File: src/rtl/rv_wb_pkg.sv
// Shared writeback types and helpers for the register bank write port.
// Index width, bank size and the x0 constant live here.
package rv_wb_pkg;

    localparam int XLEN      = 32;
    localparam int REG_IDX_W = 5;
    localparam int NUM_REGS  = 32;

    localparam logic [REG_IDX_W-1:0] REG_X0 = 5'd0;

    typedef struct packed {
        logic [REG_IDX_W-1:0] rd;
        logic [XLEN-1:0]      data;
    } wb_req_t;

    function automatic logic [NUM_REGS-1:0] onehot_rd(
        input logic [REG_IDX_W-1:0] idx
    );
        logic [NUM_REGS-1:0] v;
        v      = '0;
        v[idx] = 1'b1;
        return v;
    endfunction

endpackage

File: src/rtl/rr_arbiter.sv
// Combinational round-robin picker: scans from ptr+1 cyclically.
// Grant is one-hot plus its encoded index; empty when en is low.
module rr_arbiter #(
    parameter int N = 3
) (
    input  logic [N-1:0]         req,
    input  logic [$clog2(N)-1:0] ptr,
    input  logic                 en,
    output logic [N-1:0]         gnt,
    output logic [$clog2(N)-1:0] gnt_idx
);

    localparam int IW = $clog2(N);

    logic [IW-1:0] k;
    logic          found;

    // First requester after ptr, wrapping modulo N
    always_comb begin
        gnt     = '0;
        gnt_idx = '0;
        found   = 1'b0;
        k       = '0;
        if (en) begin
            for (int i = 1; i <= N; i++) begin
                k = IW'((int'(ptr) + i) % N);
                if (!found && req[k]) begin
                    found    = 1'b1;
                    gnt[k]   = 1'b1;
                    gnt_idx  = k;
                end
            end
        end
    end

endmodule

File: src/rtl/regfile_wb_arbiter.sv
// Round-robin arbiter for the single register bank write port.
// Registers the winner onto one-hot Load strobes and a shared D bus.
module regfile_wb_arbiter
    import rv_wb_pkg::*;
#(
    parameter int N_REQ    = 3,
    parameter int XLEN     = rv_wb_pkg::XLEN,
    parameter int NUM_REGS = rv_wb_pkg::NUM_REGS
) (
    input  logic                         Clk,
    input  logic                         Reset,
    input  logic                         Stall,
    input  logic [N_REQ-1:0]             req_valid,
    input  logic [N_REQ*REG_IDX_W-1:0]   req_rd,
    input  logic [N_REQ*XLEN-1:0]        req_data,
    output logic [N_REQ-1:0]             req_ready,
    output logic [NUM_REGS-1:0]          wb_load,
    output logic [XLEN-1:0]              wb_data,
    output logic [REG_IDX_W-1:0]         wb_rd,
    output logic                         wb_valid
);

    localparam int IW = $clog2(N_REQ);

    logic [IW-1:0]          rr_ptr;
    logic [N_REQ-1:0]       gnt;
    logic [IW-1:0]          gnt_idx;
    logic                   xfer;
    logic [REG_IDX_W-1:0]   sel_rd;
    logic [XLEN-1:0]        sel_data;
    logic                   sel_ok;
    logic [31:0]            sel_oh;

    rr_arbiter #(
        .N       (N_REQ)
    ) u_rr (
        .req     (req_valid),
        .ptr     (rr_ptr),
        .en      (~Stall & ~Reset),
        .gnt     (gnt),
        .gnt_idx (gnt_idx)
    );

    assign req_ready = gnt;
    assign xfer      = |gnt;

    // One-hot mux of the granted source's payload
    always_comb begin
        sel_rd   = '0;
        sel_data = '0;
        for (int i = 0; i < N_REQ; i++) begin
            if (gnt[i]) begin
                sel_rd   = req_rd[i*REG_IDX_W +: REG_IDX_W];
                sel_data = req_data[i*XLEN +: XLEN];
            end
        end
        sel_ok = (sel_rd != REG_X0) && (int'(sel_rd) < NUM_REGS);
        sel_oh = onehot_rd(sel_rd);
    end

    // Output register and round-robin pointer
    always_ff @(posedge Clk) begin
        if (Reset) begin
            rr_ptr   <= IW'(N_REQ - 1);
            wb_load  <= '0;
            wb_data  <= '0;
            wb_rd    <= '0;
            wb_valid <= 1'b0;
        end else begin
            wb_load  <= '0;
            wb_valid <= 1'b0;
            if (xfer) begin
                rr_ptr  <= gnt_idx;
                wb_data <= sel_data;
                wb_rd   <= sel_rd;
                if (sel_ok) begin
                    wb_load  <= sel_oh[NUM_REGS-1:0];
                    wb_valid <= 1'b1;
                end
            end
        end
    end

endmodule

File: config.mk
export PLATFORM = sky130hd
export DESIGN_NAME = regfile_wb_arbiter
export DESIGN_NICKNAME = d
export VERILOG_FILES = /design/src/rtl/rv_wb_pkg.sv /design/src/rtl/rr_arbiter.sv /design/src/rtl/regfile_wb_arbiter.sv
export SDC_FILE = /design/constraint.sdc
export NUM_CORES = 1
export LEC_CHECK = 0
export CORE_UTILIZATION = 38
export CTS_CLUSTER_DIAMETER = 100
export DETAILED_ROUTE_END_ITERATION = 6
export HOLD_SLACK_MARGIN = 0.03
export PLACE_DENSITY_LB_ADDON = 0.3
export SETUP_SLACK_MARGIN = 0.02
export SLEW_MARGIN = 0
export SYNTH_ARGS = -nofsm -noshare
export SYNTH_HDL_FRONTEND = slang
export SYNTH_SLANG_ARGS = --single-unit
File: constraint.sdc
create_clock -name Clk -period 3.6 [get_ports Clk]
set_clock_uncertainty 0.05 [all_clocks]
set_input_delay 0.72 -clock Clk [delete_from_list [all_inputs] [get_ports Clk]]
set_output_delay 0.72 -clock Clk [all_outputs]
set_load 0.005 [all_outputs]
==> out/metrics.cfg <==
[synthesis]
syn_nets = 519
synth_edf_count = 0
ys_seq_area_frac = 0.438
synth_area_sq_um = 3290
syn_avg_cell_area_sq_um = 8.26
synth_cells = 398
yosys_warnings = 0
synth_seq_cells = 72
ys_types = 59
async_reset_ff_frac = 0
ys.flop_type = dfxtp_1

[layout]
areaGrowthSynthToFinish_pct = 72.7
antennaDiodeCount = 0
drive_above_1_share = 0.105
finalNetCount = 725
fill_cells = 660

[global_routing]
grt_remaining_overflow = 0
grt_antenna_before_repair = 0
grt_pass1_wl_um = 17100
met1_usage = 0.283
track_usage = 0.247
grt_use_met3 = 0.0550
first_global_vias = 3622
grt_max_degree = 30
grtUsageMet2 = 0.449
busiest_layer = met2

[clocking]
clk_latency_ps = 340
cts.htree.levels = 3
cts-root-buf = clkbuf_8
path_clk_slew_ps = 80
clock-sinks = 72
hold_buffers = 0
tritoncts = built
cts-buffers-inserted = 9
clk_path_buf_depth = 2

[setup_path]
cp_max_fo = 12
arrival_ps = 2750
cp.required_ps = 2830
critPathKind = in2out
end_kind = output pin
start_kind = primary input

[pwr]
p_per_area_nw_per_um2 = 536
max-vdd-ir-drop_mv = 0.279
p_leak_nw = 2.12

[timing]
worst_pin_slew_ps = 705
rsz0062_at_grt = false
min_period_over_period = 0.979
min_period_ps = 3520
fin_ws_ps = 76.0
fin_tns_setup_ps = 0
setup_viol_count_final = 0
fmax_mhz = 284
finalHoldViolations = 0
slew-limit-headroom = 0.530
drv_slew = 0

[route]
first_pass_iters = 4
drt-wirelength-per-cell_um = 15.7
drt_iter0_markers = 218
drc_errors = 0
via_per_inst = 5.42
ant_nets = 0
wl_um = 11200
num_vias = 3870

[placement]
pre_cts_slack_ps = 9.39
port_buffers = 189
gp_congestion = 0.850
dp_hpwl_um = 8770

[status]
outcome = complete, no violations

[floorplan]
die-area_sq_um = 9030
start_util = 0.396
coreArea_sq_um = 8300
dieHeight_um = 95.0
ios = 190
die_x_um = 95.0
num_rows = 33

[min_path]
hp-class = reg2reg

[job]
cap_viol_max_count = 0

timing repair:
action                     CTS  global route
resized for setup            1             6
setup endpoints to repair    1             3
buffers inserted             0             0
area by class of cell:
type / instances / area [sq um] / share of cell area
repair buffers: 222 / 2150 / 0.379
clock buffers: 9 / 124 / 0.0218
clock inverters: 7 / 80.1 / 0.0141
well taps: 105 / 131 / 0.0231
multi-input cells: 290 / 1720 / 0.302
inverters: 9 / 33.8 / 0.00595
flip-flops and latches: 72 / 1440 / 0.254
cells in the mapped netlist (2+ instances only):
cell type | n | area (sq um)
nand3_1 | 2 | 10.0
nor4_1 | 7 | 43.8
clkbuf_1 | 15 | 56.3
inv_2 | 3 | 11.3
buf_2 | 7 | 35.0
dfxtp_1 | 72 | 1440
a211o_1 | 4 | 35.0
nand2b_1 | 3 | 18.8
o211ai_1 | 4 | 30.0
a22oi_1 | 5 | 37.5
buf_4 | 2 | 15.0
buf_6 | 2 | 22.5
or2_2 | 2 | 12.5
nor2_1 | 13 | 48.8
inv_1 | 6 | 22.5
a21o_1 | 6 | 45.0
o22ai_1 | 5 | 31.3
a21oi_1 | 9 | 45.0
nand2_1 | 65 | 244
or3_1 | 2 | 12.5
o221ai_1 | 6 | 52.6
nand4_1 | 4 | 25.0
a31oi_1 | 26 | 163
o21ai_0 | 53 | 265
nor2b_1 | 4 | 25.0
nor3_1 | 25 | 125
a221o_1 | 5 | 50.1
and3_1 | 3 | 18.8
a211oi_1 | 3 | 22.5
ha_1 | 4 | 50.1
mux2i_1 | 3 | 30.0
final timing paths:
check	startpoint	end	slack, ps	depth (start not counted)
setup / recovery	req_valid[1]	req_ready[2]	80	8
hold / removal	wb_rd[1]$_SDFFE_PP0N_	wb_rd[1]$_SDFFE_PP0N_	410	1
setup reg to reg	rr_ptr[0]$_SDFFE_PP0N_	wb_valid$_SDFF_PP0_	480	11
hold reg to reg	wb_rd[1]$_SDFFE_PP0N_	wb_rd[1]$_SDFFE_PP0N_	410	1
worst max-delay path, cell delays in order:
cell	delay, ps
clkdlybuf4s50_1	470
buf_4	190
nand2_1	70
o32a_1	180
o22a_2	230
a211o_1	310
inv_2	90
clkdlybuf4s50_1	500
registers in the layout (all words and copies together) (netlist names):
signal,cells
wb_data,32
wb_valid,1
rr_ptr,2
wb_rd,5
wb_load,32
power breakdown:
group / switching (mW) / total [mW] / internal (mW)
clock network: 0.326 / 0.654 / 0.328
registers: 0.0902 / 1.06 / 0.967
logic: 0.597 / 1.33 / 0.736
logic make-up after synthesis:
| logic type | share of synthesized area |
|---|---|
| mux | 0.0126 |
| flops | 0.438 |
| fa+ha+maj | 0.0152 |
| other cells | 0.00114 |
| simple gates | 0.203 |
| compound gates | 0.279 |
| buf+inv | 0.0506 |
metrics by stage:
stage                     utilization  power (mW)  instance area, sq um  std cells  hold slack (ps)
after floorplan                     -        1.65                  3290        398              400
after global placement          0.656        2.35                  5440        698              385
after detailed placement        0.656        2.37                  5440        698              394
after CTS                       0.680        3.03                  5650        714              414
after global routing            0.685        3.22                  5680        714              429
final                           0.685        3.04                  5680        714              411
routing by layer:
layer  share of wire  routed length (um)
met1            0.38                4290
met3           0.083                 933
met5               0                   0
met4           0.019                 217
met2            0.52                5810
layout by cell type, fill, tap and decap left out, types with 7 or more instances in the layout:
cell             Yosys  layout
clkbuf_8             0       9
buf_4                2      32
nor3_1              25      25
nor4_1               7       7
o21ai_0             53      53
a31oi_1             26      26
dfxtp_1             72      72
nor2_1              13      13
a21oi_1              9       9
clkdlybuf4s50_1      0     188
nand2_1             65      65
(Power assumes the default switching activity.)
